### src/rtl/alu_pkg.sv
// Shared ALUControl encodings and execute-stage types. The decoder and the
// execute block both import this, so the codes live in exactly one place.
package alu_pkg;

    localparam logic [3:0] ALU_ADD   = 4'b0000;
    localparam logic [3:0] ALU_SUB   = 4'b0001;
    localparam logic [3:0] ALU_AND   = 4'b0010;
    localparam logic [3:0] ALU_OR    = 4'b0011;
    localparam logic [3:0] ALU_SLL   = 4'b0100;
    localparam logic [3:0] ALU_SLT   = 4'b0101;
    localparam logic [3:0] ALU_SRL   = 4'b0110;
    localparam logic [3:0] ALU_SRA   = 4'b0111;
    localparam logic [3:0] ALU_BGE   = 4'b1000;
    localparam logic [3:0] ALU_XOR   = 4'b1001;
    localparam logic [3:0] ALU_PASSB = 4'b1111;

    typedef enum logic [1:0] {
        IDLE,
        SHIFT,
        DONE
    } state_t;

    typedef enum logic [1:0] {
        SH_LEFT,
        SH_RIGHT,
        SH_ARITH
    } shift_mode_t;

    function automatic logic is_shift(input logic [3:0] code);
        return (code == ALU_SLL) || (code == ALU_SRL) || (code == ALU_SRA);
    endfunction

    function automatic shift_mode_t shift_mode(input logic [3:0] code);
        shift_mode_t m;
        case (code)
            ALU_SLL: m = SH_LEFT;
            ALU_SRA: m = SH_ARITH;
            default: m = SH_RIGHT;
        endcase
        return m;
    endfunction

endpackage

### src/rtl/alu_serial_shifter.sv
// Bit-serial shifter: one bit position per cycle. done pulses on the cycle
// whose rising edge performs the final shift; shifted is the value it produces.
module alu_serial_shifter
    import alu_pkg::*;
#(
    parameter int WIDTH   = 32,
    parameter int SHAMT_W = $clog2(WIDTH)
) (
    input  logic               clk,
    input  logic               rst,
    input  logic               start,
    input  shift_mode_t        mode,
    input  logic [WIDTH-1:0]   data,
    input  logic [SHAMT_W-1:0] shamt,
    output logic               done,
    output logic [WIDTH-1:0]   shifted
);

    logic [WIDTH-1:0]   acc_reg;
    logic [SHAMT_W-1:0] count_reg;
    shift_mode_t        mode_reg;
    logic               busy;
    logic               msb_fill;

    assign busy     = (count_reg != '0);
    assign done     = (count_reg == SHAMT_W'(1));
    assign msb_fill = (mode_reg == SH_ARITH) ? acc_reg[WIDTH-1] : 1'b0;

    genvar gi;
    generate
        for (gi = 0; gi < WIDTH; gi = gi + 1) begin : g_bit
            logic from_below;
            logic from_above;
            if (gi == 0) begin : g_lsb
                assign from_below = 1'b0;
            end else begin : g_mid_lo
                assign from_below = acc_reg[gi-1];
            end
            if (gi == WIDTH - 1) begin : g_msb
                assign from_above = msb_fill;
            end else begin : g_mid_hi
                assign from_above = acc_reg[gi+1];
            end
            assign shifted[gi] = (mode_reg == SH_LEFT) ? from_below : from_above;
        end
    endgenerate

    always_ff @(posedge clk) begin
        if (rst) begin
            acc_reg   <= '0;
            count_reg <= '0;
            mode_reg  <= SH_LEFT;
        end else if (start) begin
            acc_reg   <= data;
            count_reg <= shamt;
            mode_reg  <= mode;
        end else if (busy) begin
            acc_reg   <= shifted;
            count_reg <= count_reg - SHAMT_W'(1);
        end
    end

endmodule

### src/rtl/serial_alu_exec.sv
// Execute-stage ALU with valid/ready on both sides. Single-cycle ops finish
// in one cycle; non-zero shifts are handed to the bit-serial shifter.
module serial_alu_exec
    import alu_pkg::*;
#(
    parameter int WIDTH   = 32,
    parameter int SHAMT_W = $clog2(WIDTH)
) (
    input  logic             clk,
    input  logic             rst,
    input  logic             in_valid,
    output logic             in_ready,
    input  logic [3:0]       alu_control,
    input  logic [WIDTH-1:0] src_a,
    input  logic [WIDTH-1:0] src_b,
    output logic             out_valid,
    input  logic             out_ready,
    output logic [WIDTH-1:0] result,
    output logic             zero,
    output logic             illegal
);

    state_t             state_reg;
    logic               in_ready_reg;
    logic               out_valid_reg;
    logic [WIDTH-1:0]   result_reg;
    logic               zero_reg;
    logic               illegal_reg;

    logic [WIDTH-1:0]   op_result;
    logic               op_illegal;
    logic               signed_lt;
    logic [SHAMT_W-1:0] shamt;
    logic               accept;
    logic               start_shift;
    logic               shift_done;
    logic [WIDTH-1:0]   shift_result;

    assign shamt       = src_b[SHAMT_W-1:0];
    assign signed_lt   = $signed(src_a) < $signed(src_b);
    assign accept      = in_valid && (state_reg == IDLE);
    assign start_shift = accept && is_shift(alu_control) && (shamt != '0);

    // Shift codes land here only when shamt is zero, so they just pass A.
    always_comb begin
        op_result  = '0;
        op_illegal = 1'b0;
        case (alu_control)
            ALU_ADD:   op_result = src_a + src_b;
            ALU_SUB:   op_result = src_a - src_b;
            ALU_AND:   op_result = src_a & src_b;
            ALU_OR:    op_result = src_a | src_b;
            ALU_XOR:   op_result = src_a ^ src_b;
            ALU_SLT,
            ALU_BGE:   op_result = {{(WIDTH-1){1'b0}}, signed_lt};
            ALU_PASSB: op_result = src_b;
            ALU_SLL,
            ALU_SRL,
            ALU_SRA:   op_result = src_a;
            default:   op_illegal = 1'b1;
        endcase
    end

    alu_serial_shifter #(
        .WIDTH   (WIDTH),
        .SHAMT_W (SHAMT_W)
    ) u_shifter (
        .clk     (clk),
        .rst     (rst),
        .start   (start_shift),
        .mode    (shift_mode(alu_control)),
        .data    (src_a),
        .shamt   (shamt),
        .done    (shift_done),
        .shifted (shift_result)
    );

    always_ff @(posedge clk) begin
        if (rst) begin
            state_reg     <= IDLE;
            in_ready_reg  <= 1'b1;
            out_valid_reg <= 1'b0;
            result_reg    <= '0;
            zero_reg      <= 1'b0;
            illegal_reg   <= 1'b0;
        end else begin
            case (state_reg)
                IDLE: begin
                    if (accept) begin
                        in_ready_reg <= 1'b0;
                        if (start_shift) begin
                            state_reg <= SHIFT;
                        end else begin
                            result_reg    <= op_result;
                            zero_reg      <= (op_result == '0);
                            illegal_reg   <= op_illegal;
                            out_valid_reg <= 1'b1;
                            state_reg     <= DONE;
                        end
                    end
                end
                // Capture the shifter's last step directly so out_valid
                // appears on the same edge as the final shift.
                SHIFT: begin
                    if (shift_done) begin
                        result_reg    <= shift_result;
                        zero_reg      <= (shift_result == '0);
                        illegal_reg   <= 1'b0;
                        out_valid_reg <= 1'b1;
                        state_reg     <= DONE;
                    end
                end
                DONE: begin
                    if (out_ready) begin
                        out_valid_reg <= 1'b0;
                        in_ready_reg  <= 1'b1;
                        state_reg     <= IDLE;
                    end
                end
                default: begin
                    state_reg     <= IDLE;
                    in_ready_reg  <= 1'b1;
                    out_valid_reg <= 1'b0;
                end
            endcase
        end
    end

    assign in_ready  = in_ready_reg;
    assign out_valid = out_valid_reg;
    assign result    = result_reg;
    assign zero      = zero_reg;
    assign illegal   = illegal_reg;

endmodule

### config.mk
export PLATFORM = sky130hd
export DESIGN_NAME = serial_alu_exec
export DESIGN_NICKNAME = d
export VERILOG_FILES = /design/src/rtl/alu_pkg.sv /design/src/rtl/alu_serial_shifter.sv /design/src/rtl/serial_alu_exec.sv
export SDC_FILE = /design/constraint.sdc
export NUM_CORES = 1
export LEC_CHECK = 0
export CORE_UTILIZATION = 55
export CTS_CLUSTER_SIZE = 24
export DETAILED_ROUTE_END_ITERATION = 8
export GPL_TIMING_DRIVEN = 0
export PLACE_DENSITY_LB_ADDON = 0.1
export SKIP_CTS_REPAIR_TIMING = 1
export SLEW_MARGIN = 10
export SYNTH_ARGS = -nofsm -noshare
export SYNTH_HDL_FRONTEND = slang
export SYNTH_SLANG_ARGS = --single-unit
### constraint.sdc
create_clock -name clk -period 4.3 [get_ports clk]
set_input_delay 0.645 -clock clk [delete_from_list [all_inputs] [get_ports clk]]
set_output_delay 0.645 -clock clk [all_outputs]
set_load 0.005 [all_outputs]
==> results by group <==
STA
  – Final min period: ~4400 ps
  – Slew HR: 23.1%
  – Final Cycle Share: 101%
  – Hold WS: around 450 ps
  – Final Hold Viols: 0
  – Slew @ Worst Pin: 1140 ps
  – Final Max Tran Viols: 0
  – Fmax: 0.229 GHz
  – Final setup skew: 6.48 ps
  – Final worst slack: -59.0 ps
  – # setup viols final: 3
  – RSZ-0062 raised after global routing: true
  – Final setup TNS: -71.4 ps

Final layout
  – Post-Layout Cell Count: 1862
  – Total Nets Final: 1812
  – Share of layout cells above drive strength 1: a little under a tenth
  – Area Overhead vs Synth: 20.5%
  – Util after Layout: 67.4%
  – Fill count: 1691

Critical path
  – Setup crit start kind: input port
  – Max stage delay on crit path: 880 ps
  – Worst Path Required: 4540 ps
  – Most Frequent Cell on Critical Path: nand3_1
  – Worst-path fanout max: 10
  – R2R depth: 10
  – Critical path's slowest cell: nor3_1
  – Crit path max-delay family: buffers and inverters
  – CP Buf/Inv Count: 3
  – Worst setup path category: in2reg
  – Critical path depth: 14
  – Worst setup EP type: flip-flop
  – Crit path arrival time: 4600 ps
  – Worst path cell trace: clkdlybuf4s50_1 -> buf_2 -> nor2b_2 -> nor3_1 -> clkbuf_1 -> a22oi_1 -> nand3_1 -> a211o_1 -> a31o_2 -> mux2i_1 -> o21ai_1 -> nor2_1 -> nand3_1 -> o31ai_2

Floorplanning
  – Initial core utilization: 56.0%
  – Core ar.: 18700 µm²
  – Die extent in y: about 140 µm
  – Die width: 140 µm
  – Die footprint: between 15000 and 20000 µm²
  – Row count: 50
  – I/O pins: 108

Power and ir drop
  – Sequential power share: 23.8%
  – Sw Ratio: 46.8%
  – Sw Pwr: roughly 2.1 mW
  – VDD IR max: 0.337 mV
  – Clock Power Share: 18.6%
  – Comb power frac: between 50 and 60%
  – Ratio of total power to cell area: ~350 nW/µm²
  – Lkg Pwr: 5.43 nW
  – Cell internal pwr: 2.36 mW

Route
  – DR WL/cell: between 20 and 30 µm
  – First drt pass iteration count: 8
  – Antenna viol nets, final: 0
  – Iteration-0 DRC Markers: 1838
  – DRC violations left: 0
  – Vias: 13200
  – DRT Wirelength: 46.8 mm
  – Vias per inst: 7.09

Clock network
  – Clk slew on worst S/H paths: roughly 60 ps
  – Clock sink count: 77
  – # H-tree levels: 3
  – CTS Buffer Depth: 2
  – CTS Buf Count: 9
  – CTS tree: done
  – Worst-Skew Late Latency: 350 ps
  – Root Buffer: clkbuf_16

Global routing
  – Initial antenna violation count: 1
  – Vias in the first global route: 12000
  – Gr ovfl total: 0
  – Largest net degree at the start of global routing: 14
  – First-pass GRT wire length: 69.5 mm
  – Overall routing resource usage: roughly 46%

Yosys
  – Seq cells post-synth: 77
  – Area contributors post-synth: dfxtp_1 15%, ha_1 14%, a21oi_1 7.7%
  – Synthesized instance count: 1501
  – Post-synth EDFFs: 0
  – Post-synthesis async set-or-reset flop share: 0%
  – Synth Area per Inst: 6.97 µm²
  – Ys flop type: dfxtp_1
  – Synth area leader: dfxtp_1
  – Cell Area, Synth: roughly 10000 µm²
  – Number of synthesis warnings: 0
  – Post-synth top area share: 14.7%
  – Unique masters post-synth: about 100
  – Syn nets: 1691
  – Sequential fraction of the synthesis area: 14.7%

Place
  – Port bufs: around 110
  – Placer congestion estimate: 1.06
  – Inst Count DP: 1842
  – Post-detail-place hpwl: 36.2 mm
  – Pre-CTS setup slack: -1350 ps

Flow run
  – Max-cap viol count: 0

Worst hold path
  – Worst hold stages: 2
  – Hold Crit Class: reg2reg

Status
  – Status: finished, violations left
  – Failing checks: setup timing
==> tightest hold or removal path, cell delays in order, from the launching register on <==
cell	delay, ps
dfxtp_1	300
nand2_1	50
a21oi_1	50
==> power groups by stage <==
stage	registers [mW]	logic, mW	clock network, mW
floorplan	1.01	1.65	0
global placement	1.05	2.29	0
detailed placement	1.05	2.35	0
CTS	1.04	2.37	0.814
global route	1.07	2.73	0.844
finish	1.05	2.56	0.824
==> cell type report <==
type	count	area [µm²]	share of cell area [%]
timing repair buffer	112	1160	9.20
buffer	100	455	3.61
sequential	77	1540	12.2
multi-input combinational	1222	8470	67.1
clock inverter	6	86.3	0.684
inverter	100	375	2.98
tap	234	293	2.32
antenna	1	2.50	0.0198
clock buffer	10	229	1.82
==> layer usage <==
| layer | vias to the layer above | part of all wire (%) | global-route usage [%] |
|---|---|---|---|
| met3 | 262 | 13 | 11.9 |
| met1 | 6046 | 37 | 58.1 |
| met2 | 1121 | 41 | 69.1 |
| li1 | 5765 | - | - |
| met5 | - | 0.045 | 0 |
| met4 | 2 | 8.5 | 33.9 |
==> through the flow <==
step	cell area, µm²	power, mW
after floorplan	10500	2.66
final	12600	4.44
after CTS	12200	4.22
after detailed placement	11800	3.40
after global placement	11800	3.34
after global routing	12600	4.65
==> layout by cell type, fill, tap and decap left out, drive strengths merged, types with 40 or more instances in the layout <==
| cell type | count |
|---|---|
| dfxtp | 77 |
| a21oi | 164 |
| o211ai | 40 |
| clkbuf | 75 |
| nor2 | 178 |
| a211oi | 60 |
| buf | 41 |
| clkdlybuf4s50 | 83 |
| nand2 | 135 |
| o21ai | 78 |
| ha | 116 |
| inv | 101 |
==> final timing paths <==
check | slack [ps] | end | from
max | -60 | zero | alu_control[1]
min reg2reg | 450 | result[8] | result[8]
max reg2reg | 1000 | zero | u_shifter.count_reg[2]
min | 450 | result[8] | result[8]
==> cell families after synthesis <==
kind of cell / share of synthesized area, %
adders and majority gates: 14.2
DFF: 14.7
muxes: 3.69
buffers and inverters: 7.75
and+or+nand+nor: 22.6
AOI/OAI and AO/OA: 36.4
xor gates and xnor gates: 0.586
==> cells in the mapped netlist (5+ instances only) <==
cell and number:
xnor2_1 5, or4_1 6, clkbuf_1 63, nor2b_1 18
a22o_1 9, buf_4 5, buf_1 12, a221oi_1 6
a211oi_1 59, o211ai_1 40, nand4_1 18, nor3_1 38
or2_2 8, dfxtp_1 77, o31ai_1 8, mux2i_1 36
nand3_1 31, nor2_1 177, buf_2 21, o22ai_1 18
a22oi_1 20, or3_1 7, a2bb2oi_1 6, and3_1 8
a31oi_1 11, o21bai_1 8, ha_1 116, and2_1 13
a221o_1 8, o221ai_1 8, a311oi_1 7, o21ai_0 65
inv_1 98, nor4_1 9, nand2b_1 14, a211o_1 9
a21o_1 16, nand2_1 135, a21oi_1 162, o21ai_1 11
(Power assumes the default switching activity.)
